==> src/rtl/pipeline_hold_ctrl.sv <==
// Pipeline hold/flush sequencer: load-use stall, branch flush and data-cache miss freeze with refill handshake.
// Optional stall performance counter is enabled by defining STALL_PERF_CNT_EN.
module pipeline_hold_ctrl #(
   parameter int MAX_WAIT = 64,
   parameter int CNT_W    = 32
) (
   input  logic             clk,
   input  logic             rst_n,
   input  logic             LoadUseD,
   input  logic             PCSrcE,
   input  logic             MemAccessM,
   input  logic             CacheHitM,
   input  logic             RefillAck,
   output logic             EnF,
   output logic             EnD,
   output logic             EnE,
   output logic             EnM,
   output logic             FlushD,
   output logic             FlushE,
   output logic             FlushW,
   output logic             RefillReq,
   output logic             RefillTimeout,
   output logic [CNT_W-1:0] StallCycles
);

   localparam int WAIT_W = $clog2(MAX_WAIT + 1);
   localparam logic [WAIT_W-1:0] WAIT_LAST = WAIT_W'(MAX_WAIT - 1);
   localparam logic [WAIT_W-1:0] WAIT_MAX  = WAIT_W'(MAX_WAIT);
   localparam logic [WAIT_W-1:0] WAIT_ONE  = WAIT_W'(1);

   typedef enum logic [1:0] {
      ST_RUN  = 2'd0,
      ST_REQ  = 2'd1,
      ST_DONE = 2'd2
   } state_t;

   state_t              r_state;
   state_t              w_state_nxt;
   logic [WAIT_W-1:0]   r_wait;
   logic [WAIT_W-1:0]   w_wait_nxt;
   logic [WAIT_W-1:0]   w_wait_inc;
   logic                r_refill_req;
   logic                r_timeout;
   logic                w_timeout_set;
   logic                w_miss;
   logic [3:0]          w_en;     // {F, D, E, M}
   logic [2:0]          w_flush;  // {D, E, W}

   assign w_miss     = MemAccessM & ~CacheHitM;
   assign w_wait_inc = (r_wait == WAIT_MAX) ? r_wait : (r_wait + WAIT_ONE);

   // Next-state, wait-counter and stage-control decode
   always_comb begin
      w_state_nxt   = r_state;
      w_wait_nxt    = r_wait;
      w_timeout_set = 1'b0;
      w_en          = 4'b1111;
      w_flush       = 3'b000;
      case (r_state)
         ST_RUN: begin
            if (w_miss) begin
               w_en        = 4'b0000;
               w_flush     = 3'b001;
               w_state_nxt = ST_REQ;
               w_wait_nxt  = {WAIT_W{1'b0}};
            end else if (PCSrcE) begin
               w_en    = 4'b1111;
               w_flush = 3'b110;
            end else if (LoadUseD) begin
               w_en    = 4'b0011;
               w_flush = 3'b010;
            end else begin
               w_en    = 4'b1111;
               w_flush = 3'b000;
            end
         end
         ST_REQ: begin
            w_en       = 4'b0000;
            w_flush    = 3'b001;
            w_wait_nxt = w_wait_inc;
            // Ack wins over a timeout landing in the same cycle
            if (RefillAck) begin
               w_state_nxt = ST_DONE;
            end else if (r_wait >= WAIT_LAST) begin
               w_timeout_set = 1'b1;
               w_state_nxt   = ST_DONE;
            end else begin
               w_state_nxt = ST_REQ;
            end
         end
         ST_DONE: begin
            w_en        = 4'b0000;
            w_flush     = 3'b001;
            w_wait_nxt  = {WAIT_W{1'b0}};
            w_state_nxt = ST_RUN;
         end
         default: begin
            w_en        = 4'b0000;
            w_flush     = 3'b001;
            w_wait_nxt  = {WAIT_W{1'b0}};
            w_state_nxt = ST_RUN;
         end
      endcase
   end

   // Sequencer state, wait counter, refill request and sticky timeout
   always_ff @(posedge clk or negedge rst_n) begin
      if (!rst_n) begin
         r_state      <= ST_RUN;
         r_wait       <= {WAIT_W{1'b0}};
         r_refill_req <= 1'b0;
         r_timeout    <= 1'b0;
      end else begin
         r_state      <= w_state_nxt;
         r_wait       <= w_wait_nxt;
         r_refill_req <= (w_state_nxt == ST_REQ);
         r_timeout    <= r_timeout | w_timeout_set;
      end
   end

   // Reset overrides the decode so every stage register holds and clears while rst_n is low
   assign EnF    = w_en[3] & rst_n;
   assign EnD    = w_en[2] & rst_n;
   assign EnE    = w_en[1] & rst_n;
   assign EnM    = w_en[0] & rst_n;
   assign FlushD = w_flush[2] | ~rst_n;
   assign FlushE = w_flush[1] | ~rst_n;
   assign FlushW = w_flush[0] | ~rst_n;

   assign RefillReq     = r_refill_req;
   assign RefillTimeout = r_timeout;

`ifdef STALL_PERF_CNT_EN
   logic [CNT_W-1:0] r_stall_cnt;

   // Saturating count of cycles with fetch held
   always_ff @(posedge clk or negedge rst_n) begin
      if (!rst_n) begin
         r_stall_cnt <= {CNT_W{1'b0}};
      end else if (!EnF && (r_stall_cnt != {CNT_W{1'b1}})) begin
         r_stall_cnt <= r_stall_cnt + CNT_W'(1);
      end else begin
         r_stall_cnt <= r_stall_cnt;
      end
   end

   assign StallCycles = r_stall_cnt;
`else
   assign StallCycles = {CNT_W{1'b0}};
`endif

endmodule
==> config.mk <==
export PLATFORM = sky130hd
export DESIGN_NAME = pipeline_hold_ctrl
export DESIGN_NICKNAME = d
export VERILOG_FILES = /design/src/rtl/pipeline_hold_ctrl.sv
export SDC_FILE = /design/constraint.sdc
export NUM_CORES = 1
export LEC_CHECK = 0
export BUFFER_PORTS_ARGS = -buffer_cell sky130_fd_sc_hd__buf_2
export CORE_ASPECT_RATIO = 1.5
export CORE_MARGIN = 5
export CORE_UTILIZATION = 35
export DETAILED_ROUTE_END_ITERATION = 10
export HOLD_SLACK_MARGIN = 0.06
export PLACE_DENSITY = 0.66
export SYNTH_ARGS = -nofsm -noshare
export SYNTH_HDL_FRONTEND = slang
export SYNTH_SLANG_ARGS = --single-unit
==> constraint.sdc <==
create_clock -name clk -period 2.1 [get_ports clk]
set_input_delay 0.42 -clock clk [delete_from_list [all_inputs] [get_ports clk]]
set_output_delay 0.42 -clock clk [all_outputs]
set_load 0.005 [all_outputs]
Word level (Yosys, flattened, before mapping):

Cells that the tools add are included.

* output and inout bits: 41
* input bits: 7
* logic and storage cells: 42
* register bits after elaboration: 11

* add/sub/neg operators: 1
* $lt $le $gt $ge: 1
* bitwise operators: 11
* mux-type cells: 18
* equal/unequal tests: 5
* reductions and logical operators: 2

Operator list (count)
* $mux W4: 4
* $mux W7: 2
* $pmux W7 S2: 1
* $mux W3: 3
* $mux W2: 4
* $add A7 B1 Y7 const B: 1
* $eq A7 B7 Y1 const B: 1
* $ge A7 B6 Y1 const B: 1
* $and A1 B1 Y1: 5
* $eq A2 B1 Y1 const B: 2
* $ne A2 B2 Y1 const B: 2
* $or A1 B1 Y1: 4
* $pmux W2 S2: 1
* $mux W1: 3
* $logic_not A2 Y1: 1
* $not A1 Y1: 2
* $reduce_and A2 Y1: 1

Logic depth before layout (Yosys ltp):

* depth after elaboration: 5
* mapped depth: 5
* depth with buffers taken out: 5

Worst setup path before layout:

OpenSTA, ideal clock, no wires.

* path kind: in2out
* start: input port MemAccessM
* end: output port EnF
* data arrival time: 1.341 ns
* buffers on the path: 1
* setup slack: 0.339 ns
* data required time: 1.680 ns
* stages on the path: 5
* cells stage by stage: nor2b_1 nor3_2 nand2_1 a21oi_1 buf_4

* word-level cells in the longest chain between the ends: 4

RTL lines
* start: declaration: RTL line 11 `input logic MemAccessM,`
* $and A1 B1 Y1: RTL line 49 `assign w_miss = MemAccessM & ~CacheHitM;`
* $mux W4: RTL line 61 `if (w_miss) begin`
* $mux W4: RTL line 59 `case (r_state)`
* $and A1 B1 Y1: RTL line 122 `assign EnF = w_en[3] & rst_n;`
* end: declaration: RTL line 14 `output logic EnF,`

No other way between the ends.

Final worst setup path:

* start: register r_state[0]
* end: output port EnF

* word-level cells in the longest chain between the ends: 3

RTL lines
* start: declaration: RTL line 37 `state_t r_state;`
* start signal: assignment: RTL line 114 `r_state <= w_state_nxt;`
* $logic_not A2 Y1: RTL line 59
* $mux W4: RTL line 59
* $and A1 B1 Y1: RTL line 122

No other way between the ends.

==> flow_results.xml <==
<?xml version="1.0" encoding="UTF-8"?>
<metrics>
  <group name="status">
    <metric name="run_status" unit="">finished, final reports clean</metric>
  </group>
  <group name="synthesis">
    <metric name="seq_area_frac_synth" unit="">0.317</metric>
    <metric name="post-synth-top-area-cell" unit="">sky130_fd_sc_hd__dfrtp_1</metric>
    <metric name="syn-mean-instance-area" unit="um2">8.67</metric>
    <metric name="synth-seq-cells" unit="">11</metric>
    <metric name="synth.yosys.warnings" unit="">0</metric>
    <metric name="yosys-top-cells-area" unit="">sky130_fd_sc_hd__dfrtp_1 32%, sky130_fd_sc_hd__buf_4 29%, sky130_fd_sc_hd__nand2_1 3.5%</metric>
    <metric name="yosysUniqueCellTypes" unit="">26</metric>
    <metric name="yosys.area.top_type_share" unit="">0.317</metric>
    <metric name="synthesis.instances" unit="">100</metric>
    <metric name="syn_area" unit="um2">867</metric>
  </group>
  <group name="worst_setup_path">
    <metric name="cp-startpoint" unit="">r_state[0]$_DFF_PN0_</metric>
    <metric name="setup.worst_path.start_class" unit="">register</metric>
    <metric name="series_of_cell_instances_along_the_critical_path" unit="">nor3_4 -&gt; nand2_1 -&gt; a21oi_1 -&gt; buf_2</metric>
    <metric name="critPathBufInv" unit="">1</metric>
    <metric name="cp_slowest_stage_delay" unit="ps">430</metric>
    <metric name="rr_worst_depth" unit="">4</metric>
    <metric name="crit_family" unit="">simple AND/OR/NAND/NOR gates</metric>
    <metric name="end_kind" unit="">primary output</metric>
    <metric name="critical_path.reg2reg.startpoint" unit="">r_wait[0]$_DFFE_PN0P_</metric>
    <metric name="path_max_fanout" unit="">9</metric>
    <metric name="crit_cells" unit="">4</metric>
    <metric name="critPathKind" unit="">reg -&gt; out</metric>
    <metric name="worst_ep_required_time" unit="ps">1680</metric>
    <metric name="worstPathArrival" unit="ps">1510</metric>
    <metric name="standard_cell_with_the_maximum_stage_delay_on_the_critical_path" unit="">sky130_fd_sc_hd__dfrtp_1</metric>
  </group>
  <group name="cells_and_area">
    <metric name="layout.nets" unit="">126</metric>
    <metric name="antennaDiodeCount" unit="">0</metric>
    <metric name="drive_gt1_frac" unit="">0.190</metric>
    <metric name="finish.instance_area" unit="um2">868</metric>
    <metric name="layout-area-overhead-vs-synth" unit="%">0.144</metric>
    <metric name="filler_cell_count" unit="">263</metric>
  </group>
  <group name="global_route">
    <metric name="grt_overflow_total" unit="">0</metric>
    <metric name="grt_start_max_net_pins" unit="">14</metric>
    <metric name="globalRouteTotalUtil" unit="">0.0887</metric>
    <metric name="first_global_vias" unit="">588</metric>
    <metric name="grt_antenna_before_repair" unit="">0</metric>
    <metric name="grt_pass1_wl" unit="mm">2.46</metric>
  </group>
  <group name="power_and_ir_drop">
    <metric name="power_total" unit="mW">0.639</metric>
    <metric name="leakage" unit="nW">0.491</metric>
    <metric name="ir_drop" unit="mV">0.275</metric>
    <metric name="power_per_cell_area" unit="nW/um2">736</metric>
  </group>
  <group name="timing">
    <metric name="hold_viol_final" unit="">0</metric>
    <metric name="layout_min_cycle_time" unit="ps">1930</metric>
    <metric name="final_ws_setup" unit="ps">168</metric>
    <metric name="fin_tns_setup" unit="ps">0</metric>
    <metric name="period_utilisation_layout" unit="">0.920</metric>
    <metric name="grt_setup_unrepaired" unit="">false</metric>
    <metric name="skew" unit="ps">2.85</metric>
    <metric name="fmax" unit="GHz">0.517</metric>
    <metric name="setup-violations-final" unit="">0</metric>
    <metric name="slew_viol_final" unit="">0</metric>
  </group>
  <group name="placement">
    <metric name="pre_cts_ws" unit="ps">175</metric>
    <metric name="dpl.hpwl" unit="mm">1.30</metric>
    <metric name="placement.io_buffers" unit="">15</metric>
    <metric name="gp_routability_congestion" unit="">0.856</metric>
    <metric name="post_dp_cell_area" unit="um2">836</metric>
  </group>
  <group name="clocking">
    <metric name="cts_post_setup_buffers_inserted" unit="">0</metric>
    <metric name="htree_levels" unit="">1</metric>
    <metric name="cts.reportedPaths.clkPinSlew" unit="ps">70</metric>
    <metric name="cts_resized" unit="">0</metric>
    <metric name="tritoncts_clock_tree" unit="">built</metric>
    <metric name="clk_tree_root_cell" unit="">sky130_fd_sc_hd__clkbuf_4</metric>
    <metric name="clk-insertion-delay-late" unit="ps">270</metric>
    <metric name="numCtsBuffers" unit="">3</metric>
    <metric name="clockBufferDepth" unit="">2</metric>
    <metric name="tritoncts_num_sinks" unit="">11</metric>
    <metric name="cts_hold_repair.buffers" unit="">0</metric>
  </group>
  <group name="floorplanning">
    <metric name="top_level_ports" unit="">48</metric>
    <metric name="num_rows" unit="">22</metric>
    <metric name="die_height" unit="um">71.0</metric>
    <metric name="die_w" unit="um">50.6</metric>
    <metric name="start_util" unit="">0.358</metric>
    <metric name="core" unit="um2">2420</metric>
    <metric name="die_area" unit="um2">3590</metric>
  </group>
  <group name="routing">
    <metric name="totalWireLength" unit="mm">1.60</metric>
    <metric name="drc" unit="">0</metric>
    <metric name="dr.first_iter.drc_count" unit="">7</metric>
    <metric name="route.detailed.wl_per_inst" unit="um">11.4</metric>
    <metric name="detail_route.vias_per_cell" unit="">4.62</metric>
    <metric name="drt-pass1-iter-count" unit="">7</metric>
    <metric name="detailroute.via_count" unit="">647</metric>
    <metric name="final_antenna_net_count" unit="">0</metric>
  </group>
  <group name="flow_run">
    <metric name="maxCapViolCount" unit="">0</metric>
  </group>
  <group name="hold_path">
    <metric name="worst_hold_path_type" unit="">in -&gt; async</metric>
  </group>
</metrics>
[cell families after synthesis]
logic type / synth area share
AO/OA/AOI/OAI: 0.153
XOR/XNOR: 0.0101
adder cells (fa/ha/maj): 0.0289
buffers and inverters: 0.322
flip-flops: 0.317
multiplexers: 0.0130
other: 0.00432
AND/OR/NAND/NOR: 0.152
[per-layer routing]
metal,wire (um),share of wire,global-route usage
met5,0,0,0
met4,26,0.016,0.0682
met3,231,0.14,0.0253
met2,862,0.54,0.152
met1,475,0.30,0.0853
[sequential cells by signal, indices dropped and copies added, names as in the netlist]
register,count
RefillReq,1
r_state,2
r_wait,7
RefillTimeout,1
[Yosys cell counts]
master and instances:
sky130_fd_sc_hd__a22o_1 1, sky130_fd_sc_hd__nand2_1 8, sky130_fd_sc_hd__buf_4 34, sky130_fd_sc_hd__nor2_1 6, sky130_fd_sc_hd__inv_1 5, sky130_fd_sc_hd__o311ai_1 1
sky130_fd_sc_hd__a31oi_1 1, sky130_fd_sc_hd__nor2b_1 2, sky130_fd_sc_hd__and4_1 1, sky130_fd_sc_hd__nand3_1 4, sky130_fd_sc_hd__o21ai_0 5, sky130_fd_sc_hd__conb_1 1
sky130_fd_sc_hd__nand2b_1 1, sky130_fd_sc_hd__a41o_1 1, sky130_fd_sc_hd__o41ai_1 1, sky130_fd_sc_hd__xor2_1 1, sky130_fd_sc_hd__ha_1 2, sky130_fd_sc_hd__buf_2 1
sky130_fd_sc_hd__dfrtp_1 11, sky130_fd_sc_hd__a21o_1 3, sky130_fd_sc_hd__o21a_1 1, sky130_fd_sc_hd__nor3_2 1, sky130_fd_sc_hd__a21oi_1 4, sky130_fd_sc_hd__nor4_4 1
sky130_fd_sc_hd__o31ai_1 2, sky130_fd_sc_hd__mux2_2 1
[metrics by stage]
stage,std cells,util,hold slack (ps)
after floorplan,131,-,124
final,140,0.358,91.1
after CTS,140,0.356,99.9
after global routing,140,0.358,107
after global placement,136,0.345,393
after detailed placement,136,0.345,399
[report_power, final]
part | internal [mW] | total, mW | leakage (nW) | switching (mW)
Combinational | 0.0920 | 0.199 | 0.328 | 0.106
Clock | 0.0736 | 0.146 | 0.0150 | 0.0726
Sequential | 0.246 | 0.294 | 0.148 | 0.0482
Total | 0.411 | 0.639 | 0.491 | 0.227
[cell usage in the layout, fill, tap and decap left out, drive strengths merged, types with 2 or more instances in the layout]
| master | count |
|---|---|
| ha | 2 |
| dfrtp | 11 |
| nor2b | 2 |
| nand3 | 4 |
| a21o | 3 |
| nor2 | 6 |
| o31ai | 2 |
| inv | 5 |
| buf | 16 |
| conb | 32 |
| o21ai | 5 |
| nand2 | 8 |
| clkbuf | 4 |
| a21oi | 4 |
[cell type report]
type / count / area, um2 / area share
multi-input cells: 80 / 435 / 0.501
clock buffers: 4 / 26.3 / 0.0303
inverters: 5 / 18.8 / 0.0216
flip-flops and latches: 11 / 275 / 0.317
repair buffers: 16 / 82.6 / 0.0951
well taps: 24 / 30.0 / 0.0346
[worst paths after layout]
kind | to | slack (ps)
max | EnF | 170
min | RefillReq$_DFF_PN0_ | 90
max reg2reg | r_state[0]$_DFF_PN0_ | 660
min reg2reg | RefillTimeout$_DFF_PN0_ | 460
max in group asynchronous | r_wait[2]$_DFFE_PN0P_ | 1850
min in group clk | RefillReq$_DFF_PN0_ | 390
Power figures use the tool's default switching activity.
